**src/rtl/ganglion_scheduler.sv**
```systemverilog
// Two-channel round-robin scheduler that time-shares one ganglion datapath:
// it runs the granted channel for N_WIN windows, drains the result and publishes it.
module ganglion_scheduler #(
  parameter int DIST_W  = 100,
  parameter int WIN_CYC = 50000000,
  parameter int N_WIN   = 8,
  parameter int TO_CYC  = WIN_CYC + 64
) (
  input  logic              clk,
  input  logic              rst_n,
  input  logic [1:0]        req,
  input  logic [DIST_W-1:0] dist0,
  input  logic [DIST_W-1:0] dist1,
  input  logic              dir0,
  input  logic              dir1,
  output logic [DIST_W-1:0] gang_dist,
  output logic              gang_start,
  output logic              gang_dir,
  input  logic              gang_done,
  input  logic [6:0]        gang_flat,
  input  logic              gang_colr,
  output logic [1:0]        grant,
  output logic [1:0]        ack,
  output logic [6:0]        res_flat,
  output logic              res_colr,
  output logic              busy,
  output logic              timeout_err,
  output logic [2:0]        o_dbg_state
);

  localparam int CYC_MAX = (TO_CYC > WIN_CYC) ? TO_CYC : WIN_CYC;
  localparam int CYC_W   = $clog2(CYC_MAX + 1);
  localparam int WIN_W   = $clog2(N_WIN + 1);
  localparam logic [CYC_W-1:0] CYC_WIN_LAST = CYC_W'(WIN_CYC - 1);
  localparam logic [CYC_W-1:0] CYC_TO_LAST  = CYC_W'(TO_CYC - 1);
  localparam logic [WIN_W-1:0] WIN_LAST     = WIN_W'(N_WIN - 1);

  typedef enum logic [2:0] {
    S_IDLE    = 3'd0,
    S_GRANT   = 3'd1,
    S_RUN     = 3'd2,
    S_DRAIN   = 3'd3,
    S_PUBLISH = 3'd4
  } state_t;

  state_t            r_state;
  logic [1:0]        r_grant;
  logic [1:0]        r_ack;
  logic              r_start;
  logic [6:0]        r_flat;
  logic              r_colr;
  logic              r_terr;
  logic              r_abort;
  logic              r_last;
  logic [CYC_W-1:0]  r_cyc;
  logic [WIN_W-1:0]  r_win;

  logic              w_pick1;
  logic [1:0]        w_win;
  logic [DIST_W-1:0] w_dist;
  logic              w_dir;

  // Handshake: a requester holds its req bit high until it sees its ack pulse.
  // ack is one cycle wide (during PUBLISH) and res_* are stable while it is high;
  // an aborted or timed-out run ends with no ack at all.

  // r_last names the channel served most recently, so the other one wins a tie.
  assign w_pick1 = req[1] & (~req[0] | ~r_last);
  assign w_win   = w_pick1 ? 2'b10 : (req[0] ? 2'b01 : 2'b00);

  always_comb begin
    w_dist = '0;
    w_dir  = 1'b0;
    if (r_grant[0]) begin
      w_dist = dist0;
      w_dir  = dir0;
    end else if (r_grant[1]) begin
      w_dist = dist1;
      w_dir  = dir1;
    end
  end

  always_ff @(posedge clk or negedge rst_n) begin
    if (!rst_n) begin
      r_state <= S_IDLE;
      r_grant <= 2'b00;
      r_ack   <= 2'b00;
      r_start <= 1'b0;
      r_flat  <= 7'd0;
      r_colr  <= 1'b0;
      r_terr  <= 1'b0;
      r_abort <= 1'b0;
      r_last  <= 1'b1;
      r_cyc   <= '0;
      r_win   <= '0;
    end else begin
      r_ack <= 2'b00;
      case (r_state)
        S_IDLE: begin
          if (|req) r_state <= S_GRANT;
        end
        S_GRANT: begin
          r_cyc   <= '0;
          r_win   <= '0;
          r_abort <= 1'b0;
          if (w_win != 2'b00) begin
            r_grant <= w_win;
            r_start <= 1'b1;
            r_state <= S_RUN;
          end else begin
            r_state <= S_IDLE;
          end
        end
        S_RUN: begin
          if ((req & r_grant) == 2'b00) begin
            r_abort <= 1'b1;
            r_start <= 1'b0;
            r_cyc   <= '0;
            r_state <= S_DRAIN;
          end else if (r_cyc == CYC_WIN_LAST) begin
            r_cyc <= '0;
            r_win <= r_win + WIN_W'(1);
            if (r_win == WIN_LAST) begin
              r_start <= 1'b0;
              r_state <= S_DRAIN;
            end
          end else begin
            r_cyc <= r_cyc + CYC_W'(1);
          end
        end
        S_DRAIN: begin
          if (gang_done) begin
            if (!r_abort) begin
              r_flat <= gang_flat;
              r_colr <= gang_colr;
              r_ack  <= r_grant;
            end
            r_state <= S_PUBLISH;
          end else if (r_cyc == CYC_TO_LAST) begin
            r_terr  <= 1'b1;
            r_abort <= 1'b1;
            r_state <= S_PUBLISH;
          end else begin
            r_cyc <= r_cyc + CYC_W'(1);
          end
        end
        S_PUBLISH: begin
          r_last  <= r_grant[1];
          r_grant <= 2'b00;
          r_abort <= 1'b0;
          r_cyc   <= '0;
          r_win   <= '0;
          r_state <= S_IDLE;
        end
        default: r_state <= S_IDLE;
      endcase
    end
  end

  assign gang_dist   = w_dist;
  assign gang_dir    = w_dir;
  assign gang_start  = r_start;
  assign grant       = r_grant;
  assign ack         = r_ack;
  assign res_flat    = r_flat;
  assign res_colr    = r_colr;
  assign timeout_err = r_terr;
  assign busy        = (r_state != S_IDLE);
  assign o_dbg_state = r_state;

endmodule

```
**config.mk**
```make
export PLATFORM = sky130hd
export DESIGN_NAME = ganglion_scheduler
export DESIGN_NICKNAME = d
export VERILOG_FILES = /design/src/rtl/ganglion_scheduler.sv
export SDC_FILE = /design/constraint.sdc
export NUM_CORES = 1
export LEC_CHECK = 0
export CAP_MARGIN = 25
export CORE_AREA = 4 4 129 131
export CTS_CLUSTER_DIAMETER = 150
export DETAILED_ROUTE_END_ITERATION = 8
export DIE_AREA = 0 0 133 135
export GPL_ROUTABILITY_DRIVEN = 0
export SYNTH_ARGS = -nofsm -noshare
export SYNTH_HDL_FRONTEND = slang
export SYNTH_SLANG_ARGS = --single-unit
```
**constraint.sdc**
```tcl
create_clock -name clk -period 5.27 [get_ports clk]
set_input_delay 1.054 -clock clk [delete_from_list [all_inputs] [get_ports clk]]
set_output_delay 1.054 -clock clk [all_outputs]
set_load 0.01 [all_outputs]
```
==> flow_summary.ini, run 1 <==
[yosys]
synth_mux_area_share_pct = 3.38
synth_edf_count = 0
syn_inst = 396
netlist_top_cells_area = dfrtp_1, a22o_1, clkbuf_1, mux2_2, nand2_1
synthAdderAreaFrac_pct = 0.698
yosysWarnings = 0
yosysSeqAreaShare_pct = 34.2
synthXorXnorAreaFrac_pct = 2.44
synth-main-ff-cell = dfrtp_1
ys_seq_elements = 49
synth_nets = 613
synth-compound-area-share_pct = 34.6
synth_cell_types = 51
syn_area_per_cell_sq_um = 9.06
syn_area_sq_mm = 0.00359
synth-async-reset-ratio_pct = 100
synth_top_family_by_area = compound AO/OA/AOI/OAI gates
synthSimpleGateAreaFrac_pct = 19.7
yosys.area.top_type_share_pct = 33.5
synth_top_cell_by_area = dfrtp_1

[critical_path]
crit_arrival_ns = 2.62
endpoint_kind = output pin
crit_fanout = 93
startpoint_type = register
cp.required_ns = 4.22
criticalPathCategory = reg2out

[pwr]
ir_drop_mv = 0.219
p_per_area_mw_per_mm2 = 447
p_leak_nw = 2.78

[global_route]
grt_pass1_vias = 4713
grt_usage_pct = 24.1
grt_start_max_net_pins = 94
grt_pass1_wl_mm = 32.2
antenna_found_initial = 8
grt_overflow_total = 0

[timing]
post-route-period-util_pct = 69.7
timing.slew.headroom_pct = 35.4
layout_min_cycle_time_ns = 3.67
tns_ns = 0
skew_ns = 0.00434
worst_slack_ns = 1.60
final_max_slew_viol_count = 0
finalHoldViolations = 0
rsz0062_at_grt = no
worst-slew-pin-transition_ns = 0.969
setup_viol = 0
fmax_mhz = 272

[die]
rows = 46
initial_core_util_pct = 23.0
core_sq_mm = 0.0156
die_area_sq_mm = 0.0180
die_h_microns = 135
fp.dieW_microns = 133
ioPinCount = 334

[layout]
multi_input_area_sq_mm = 0.00219
drive_gt1_share_pct = 5.38
final-seq-area_sq_mm = 0.00123
fill_cells = 1497
stdcell_count = 924
area_growth_pct = 103
final_nets = 922

[hold_path]
hold_class = reg2reg

[clock_network]
cts_tree = yes
cts_root_buf = clkbuf_16
cts_resized = 0
clock_latency_ns = 0.29
cts_made_buffers = 5
cts_hold_buf = 0
post_cts_buffers = 0
h-tree-depth = 2
cts_sinks = 49
clockBufferDepth = 2
clkTransAtPathRegs_ns = 0.07

[placed_design]
port_buffers = 333
post-place-cells = 914
dpl_worst_slack_ns = 1.71
dp.final_hpwl_mm = 19.1

[outcome]
run_status = finished clean

[route]
drtAntennaViolNets = 0
drt_iter0_markers = 400
wl_per_cell_microns = 25.1
firstDrtPassIters = 4
routed_via_density = 5.17
drc = 0
drt_wl_total_mm = 23.2
via_count = 4776

[run]
max_cap_viol_count = 0
==> power breakdown <==
part           switching [mW]  internal, mW  total [mW]
Combinational            1.12          1.23        2.35
Clock                   0.147         0.225       0.373
Sequential             0.0810         0.449       0.530
Total                    1.35          1.91        3.26
==> kinds of logic (layout without fill, tap and decap cells) <==
logic type | after synthesis | count (layout)
buffers and inverters | 47 | 357
XOR/XNOR | 10 | 10
flip-flops | 49 | 49
AO/OA/AOI/OAI | 154 | 154
multiplexers | 11 | 11
adder cells (fa/ha/maj) | 2 | 2
AND/OR/NAND/NOR | 123 | 123
other | 0 | 2
==> layer usage <==
layer / GRT usage [%] / vias up / wire length, microns
li1: - / 2174 / -
met1: 34.1 / 2297 / 10300
met2: 35.6 / 270 / 9960
met3: 9.61 / 23 / 2510
met4: 3.35 / 12 / 270
met5: 0 / - / 81
==> Yosys cell counts (all sizes together), types with 2 or more instances <==
library cell / instances
and4: 3
nor3b: 2
xnor2: 9
and2: 6
nor4: 10
nand2: 21
nand4b: 3
nor2b: 3
ha: 2
a31oi: 2
or4: 6
clkbuf: 33
o41ai: 3
mux2i: 2
a21o: 3
o21ai: 8
nand2b: 4
a32oi: 7
nand3b: 2
nand4bb: 2
a22o: 101
or3: 8
inv: 11
nor3: 5
dfrtp: 48
a21oi: 14
o31ai: 9
nor2: 21
buf: 3
nand4: 4
nand3: 13
mux2: 9
or2: 5
o22ai: 2
==> layout make-up <==
cell class	count	share of cell area [%]
antenna	2	0.0686
clock buffer	6	1.77
clock inverter	2	0.532
inverter	11	0.566
multi-input combinational	300	30.1
sequential	49	16.9
tap	216	3.71
timing repair buffer	338	46.4
==> cells in the final DEF (no fill, tap or decap), types with 3 or more instances in the layout <==
| master | synthesis | layout |
|---|---|---|
| a21o_1 | 3 | 3 |
| a21oi_1 | 14 | 14 |
| a22o_1 | 101 | 101 |
| a32oi_1 | 7 | 7 |
| and2_1 | 6 | 6 |
| buf_4 | 0 | 3 |
| clkbuf_16 | 0 | 5 |
| clkdlybuf4s50_1 | 0 | 332 |
| dfrtp_1 | 48 | 47 |
| inv_1 | 11 | 11 |
| mux2_2 | 9 | 9 |
| nand2_1 | 21 | 21 |
| nand2b_1 | 4 | 4 |
| nand3_1 | 13 | 13 |
| nand4_1 | 4 | 4 |
| nand4b_1 | 3 | 3 |
| nor2_1 | 21 | 21 |
| nor3_1 | 5 | 5 |
| nor4_1 | 10 | 10 |
| o21ai_0 | 8 | 8 |
| o31ai_1 | 9 | 9 |
| o41ai_1 | 3 | 3 |
| or2_2 | 5 | 5 |
| or3_1 | 7 | 7 |
| or4_1 | 4 | 4 |
| xnor2_1 | 9 | 9 |
==> registers in the layout (all words and copies together), names as in the netlist <==
| signal | flops |
|---|---|
| timeout_err | 1 |
| res_flat | 7 |
| ack | 2 |
| res_colr | 1 |
| grant | 2 |
| r_last | 1 |
| o_dbg_state | 3 |
| gang_start | 1 |
| r_cyc | 26 |
| r_win | 4 |
| r_abort | 1 |
==> worst max-delay path, cell delays in order (launching register included) <==
cell and delay (ns):
dfrtp_4 0.54, buf_4 0.78, a22o_1 0.38, clkdlybuf4s50_1 0.58
==> final timing paths <==
path	slack, ns	startpoint	to	cells after the start
max	1.60	grant[0]	gang_dist[64]	3
min	0.51	res_flat[0]	res_flat[0]	1
max reg2reg	2.28	r_cyc[8]	r_cyc[11]	6
min reg2reg	0.51	res_flat[0]	res_flat[0]	1
max in group asynchronous	3.92	rst_n	grant[0]	2
min in group asynchronous	0.87	rst_n	r_cyc[1]	2
==> per-stage QoR <==
step	total power [mW]	hold slack [ns]	util (%)	cell area [sq um]
floorplan	1.55	0.491	-	3590
global placement	2.84	0.490	45.6	7110
detailed placement	2.87	0.497	45.6	7120
CTS	3.27	0.516	46.7	7290
global route	3.42	0.542	46.7	7290
finish	3.26	0.513	46.7	7290
Power figures use the tool's default switching activity.
==> run 2, diff against run 1 <==
PLACE_DENSITY = 0.66   (was unset)
clock period = 3.35 ns   (was 5.27 ns; I/O delays follow)
==> run 2 against run 1 <==
Power is 58% higher. Global-route usage is 0.40 points lower. Critical path type unchanged. First-iteration DRC count is 16% lower. Worst setup slack worse by 1.1 ns. Final cell count is 0.65% higher. Critical endpoint is now gang_dist[6]. Hold slack worse by 0.034 ns. Via count hardly changed. Clock power is 40% higher. Largest power group unchanged. Count of clock-buffer cells in the layout stayed put.
==> flow_summary.ini, run 2 (same netlist as run 1, synthesis figures left out) <==
[timing]
tns_ns = 0
timing.slew.headroom_pct = 44.8
finalHoldViolations = 0
fmax_mhz = 349
setup_viol = 0
final_max_slew_viol_count = 0
post-route-period-util_pct = 85.5
skew_ns = 0.00439
whs_ns = 0.478
worst_slack_ns = 0.486
rsz0062_at_grt = no
layout_min_cycle_time_ns = 2.86
worst-slew-pin-transition_ns = 0.828

[die]
core_sq_mm = 0.0156
rows = 46
die_h_microns = 135
die_area_sq_mm = 0.0180
fp.dieW_microns = 133
initial_core_util_pct = 23.0
ioPinCount = 334

[route]
via_count = 4774
drtAntennaViolNets = 0
drc = 0
wl_per_cell_microns = 24.6
drt_iter0_markers = 335
firstDrtPassIters = 5
drt_wl_total_mm = 22.8
routed_via_density = 5.13

[critical_path]
endpoint_kind = output pin
startpoint_type = register
crit_arrival_ns = 2.19
crit_fanout = 36
criticalPathCategory = reg2out
cp.required_ns = 2.68

[layout]
largest_reg_flops = 26
final_nets = 929
area_growth_pct = 104
top_register = r_cyc
drive_gt1_share_pct = 6.45
final_common_cell = clkdlybuf4s50_1
final_cell_mix = clkdlybuf4s50_1, a22o_1, dfrtp_1

[pwr]
fin_total_pwr_mw = 5.13
p_seq_share_pct = 15.6
p_leak_nw = 2.81
combPwrFrac_pct = 74.2
ir_drop_mv = 0.417
clockPowerShare_pct = 10.2
p_per_area_mw_per_mm2 = 700
p_int_mw = 3.00
switching_share_pct = 41.6
power_switching_mw = 2.13

[clock_network]
cts_sinks = 49
clock_latency_ns = 0.29
clockBufferDepth = 2
h-tree-depth = 2
cts_root_buf = clkbuf_16
cts_hold_buf = 0
cts_resized = 0
clkTransAtPathRegs_ns = 0.07
cts_made_buffers = 5
cts_tree = yes
post_cts_buffers = 0

[run]
max_cap_viol_count = 0

[global_route]
grt_pass1_wl_mm = 32.0
antenna_found_initial = 6
grt_usage_pct = 23.7
grt_start_max_net_pins = 106
grt_overflow_total = 0
grt_pass1_vias = 4822

[hold_path]
hold_class = in2async

[outcome]
run_status = finished clean

[placed_design]
dpl_worst_slack_ns = 0.457
dp.final_hpwl_mm = 18.6
port_buffers = 333
run 2: power by group through the flow:
stage / combinational, mW / sequential [mW] / clock, mW
2_1_floorplan: 1.63 / 0.813 / 0
3_3_place_gp: 3.77 / 0.807 / 0
3_5_place_dp: 3.79 / 0.812 / 0
4_1_cts: 3.83 / 0.802 / 0.540
5_1_grt: 4.03 / 0.826 / 0.560
6_report: 3.81 / 0.803 / 0.523
run 2: final cells by class:
| cell class | count | area [sq um] |
|---|---|---|
| clock inverter | 2 | 13.8 |
| timing repair buffer | 345 | 3440 |
| tap | 216 | 270 |
| sequential | 49 | 1230 |
| multi-input combinational | 300 | 2190 |
| antenna | 1 | 2.50 |
| clock buffer | 6 | 139 |
| fill | 1492 | 8260 |
| inverter | 11 | 41.3 |
run 2: through the flow:
step,utilization (%),cell area [sq um],instances
CTS,47.0,7330,929
floorplan,-,3590,396
finish,47.0,7330,930
global placement,46.0,7180,921
global route,47.0,7330,929
detailed placement,46.0,7180,921
run 2: routing by layer:
layer	up-vias	share of wire [%]	global-route usage, %
met4	10	1.5	4.04
met1	2268	40	30.2
met2	272	45	36.3
met3	36	14	12.5
met5	-	0.24	0
li1	2188	-	-
run 2: final timing paths:
path / startpoint / endpoint / slack [ns] / cells past startpoint
hold reg to reg: res_colr / res_colr / 0.51 / 1
setup reg to reg: r_cyc[8] / r_cyc[11] / 0.73 / 7
min in group clk: res_colr / res_colr / 0.51 / 1
hold / removal: rst_n / res_flat[1] / 0.48 / 1
setup / recovery: grant[0] / gang_dist[6] / 0.49 / 4
max in group asynchronous: rst_n / r_cyc[18] / 2.14 / 2
run 2: critical path: stages, from the launching register on:
cell and delay (ns):
dfrtp_4 0.50, nor2b_4 0.15, buf_4 0.36, a22o_1 0.30
clkdlybuf4s50_1 0.58
==> edit, RTL diff (flow settings as in run 1) <==
Make the reset (`rst_n`) synchronous in one clocked block.
--- a/src/rtl/ganglion_scheduler.sv
+++ b/src/rtl/ganglion_scheduler.sv
@@ -81,5 +81,5 @@
   end
 
-  always_ff @(posedge clk or negedge rst_n) begin
+  always_ff @(posedge clk) begin
     if (!rst_n) begin
       r_state <= S_IDLE;
Check against the original RTL: differs if rst_n is asserted again (counterexample within 4 cycles, from zero or initial values and one cycle with rst_n low); with rst_n held inactive, the same outputs for 10 cycles.
==> edit against run 1 <==
Wire length up 3.5%. Final area down 1.5%. Worst setup slack worse by 200 ps. Critical endpoint is now gang_dist[56]. Sequential cell count unchanged. Global-route usage up 0.51 points. Utilization down 0.71 points. Area after synthesis down 3.6%.
Power is not compared: it rests on default switching activity, and its combinational part moved more than twofold at a synthesized area within 25%.
==> edit: results (changes against run 1) <==
| Metric | Value |
|---|---|
| Status | complete, no violations |
| Setup repair bufs after CTS | 0 (unchanged) |
| Clock skew | 6.153 ps (+1.813 ps) |
| Register area share after synthesis | 28.37% (-5.8 points) |
| Static Leak | approximately 2.4 nW |
| DR vias/cell | 5.203 (+0.67%) |
| DRC marker count from the first detailed-route iteration | 402 (+0.50%) |
| Most frequent cells after synthesis | 101 x a22o_1, 49 x dfxtp_1, 28 x clkbuf_1, 28 x nor2_1, 20 x nand2_1 |
| CTS Buffer Depth | 2 (unchanged) |
| Layout cells sized above 1 | 3.547% (-1.8 points) |
| Share of synthesized registers carrying an async set or reset | 0% (-100 points) |
| Largest net degree at the start of global routing | 106 (+13%) |
| Synth warnings | 0 (unchanged) |
| Post-place setup slack | 1739 ps (+32.23 ps) |
| Max FO, Critical Path | 36 (-61%) |
| DR pass1 iterations | 5 (+1) |
| Crit-path max cell delay | 780 ps (about the same) |
| Slew @ Worst Pin | 1017 ps (+48.14 ps) |
| Crit-path slowest cell | nor2b_4 |
| Vias | 4938 (+3.4%) |
| CTS Root Cell | clkbuf_16 |
| First-pass GRT wire length | 32.91 mm (+2.2%) |
| Largest Register | r_cyc |
| Syn Inst Count | 423 (+6.8%) |
| Initial antenna violation count | 0 (-8) |
| Post-DP HPWL | 19.78 mm (+3.5%) |
| Synth top area cells | dfxtp_1 28%, a22o_1 26%, clkbuf_1 3.0%, nor2_1 3.0%, a211oi_1 2.6% |
| Final net count | 949 (+2.9%) |
| Worst path arrival time | 2820 ps (+200 ps) |
| Synthesized Nets | 640 (+4.4%) |
| Placed instance count | 940 (+2.8%) |
| Peak supply drop | 0.1357 mV |
| Worst-path clk slew | 70 ps (about the same) |
| Drt wl/cell | 25.26 um (+0.80%) |
| Global Route Usage Sum | 24.63% (+0.51 points) |
| Antenna cells | 0 (-2) |
| Yosys cell types | 49 (-3.9%) |
## edit: cell count changes after synthesis, sizes merged, moves of 6 or more
| cell | run 1 | this run |
|---|---|---|
| dfxtp | 0 | 49 |
| dfrtp | 48 | 0 |
| a211oi | 0 | 14 |
| nor3 | 5 | 17 |
| nand4 | 4 | 13 |
| buf | 3 | 11 |
| mux2 | 9 | 1 |
| nor2 | 21 | 28 |
| and2 | 6 | 0 |
| mux2i | 2 | 8 |
## edit: power by group through the flow
stage / logic, mW / registers, mW / clock network [mW]
2_1_floorplan: 0.151 / 0.393 / 0
3_3_place_gp: 0.474 / 0.394 / 0
3_5_place_dp: 0.478 / 0.395 / 0
4_1_cts: 0.483 / 0.386 / 0.387
5_1_grt: 0.512 / 0.387 / 0.402
6_report: 0.487 / 0.386 / 0.380
## edit: worst paths after layout
check                                            start                    end  slack (ps)  cells after the start
worst max-delay path             grant[1]$_SDFFE_PN0P_          gang_dist[56]        1400                      4
worst min-delay path              r_abort$_SDFFE_PN0P_   r_abort$_SDFFE_PN0P_         470                      2
worst max register to register  r_cyc[12]$_SDFFE_PN0P_  r_cyc[0]$_SDFFE_PN0P_        2260                      6
worst min register to register    r_abort$_SDFFE_PN0P_   r_abort$_SDFFE_PN0P_         470                      2
## edit: area by class of cell
type                    count  area, um2
multi-input cells         323       2277
flip-flops and latches     49      984.7
repair buffers            341       3426
inverters                  12      45.04
clock inverters             2      37.54
clock buffers               6      138.9
well taps                 216      270.3
fillers                  1530       8418
## edit: logic make-up after synthesis
group	after synthesis	share of synthesized area [%]
AOI/OAI and AO/OA	160	37.17
and+or+nand+nor	142	22.58
buffers and inverters	51	5.972
DFF	49	28.37
xor gates and xnor gates	10	2.533
muxes	9	2.642
adders and majority gates	2	0.7237
## edit: per-layer routing
metal	vias to the layer above	GRT usage [%]	share of wire [%]
li1	2283	-	-
met1	2343	29.42	38
met2	304	39.45	46
met3	8	15.13	15
met4	0	2.021	0.34
met5	-	0	0
## edit: metrics by stage
| step | instance area, um2 | hold WS (ps) |
|---|---|---|
| final | 7179 | 466.5 |
| after global routing | 7179 | 476.7 |
| after CTS | 7152 | 463.8 |
| after detailed placement | 6975 | 448.6 |
| after global placement | 6968 | 456.8 |
| after floorplan | 3457 | 425.2 |
## edit: critical path: cells and delay by family, from the launching register on
family,cells,cell delay (ps)
buffers and inverters,2,990
flip-flops,1,420
AO/OA/AOI/OAI,1,320
AND/OR/NAND/NOR,1,780
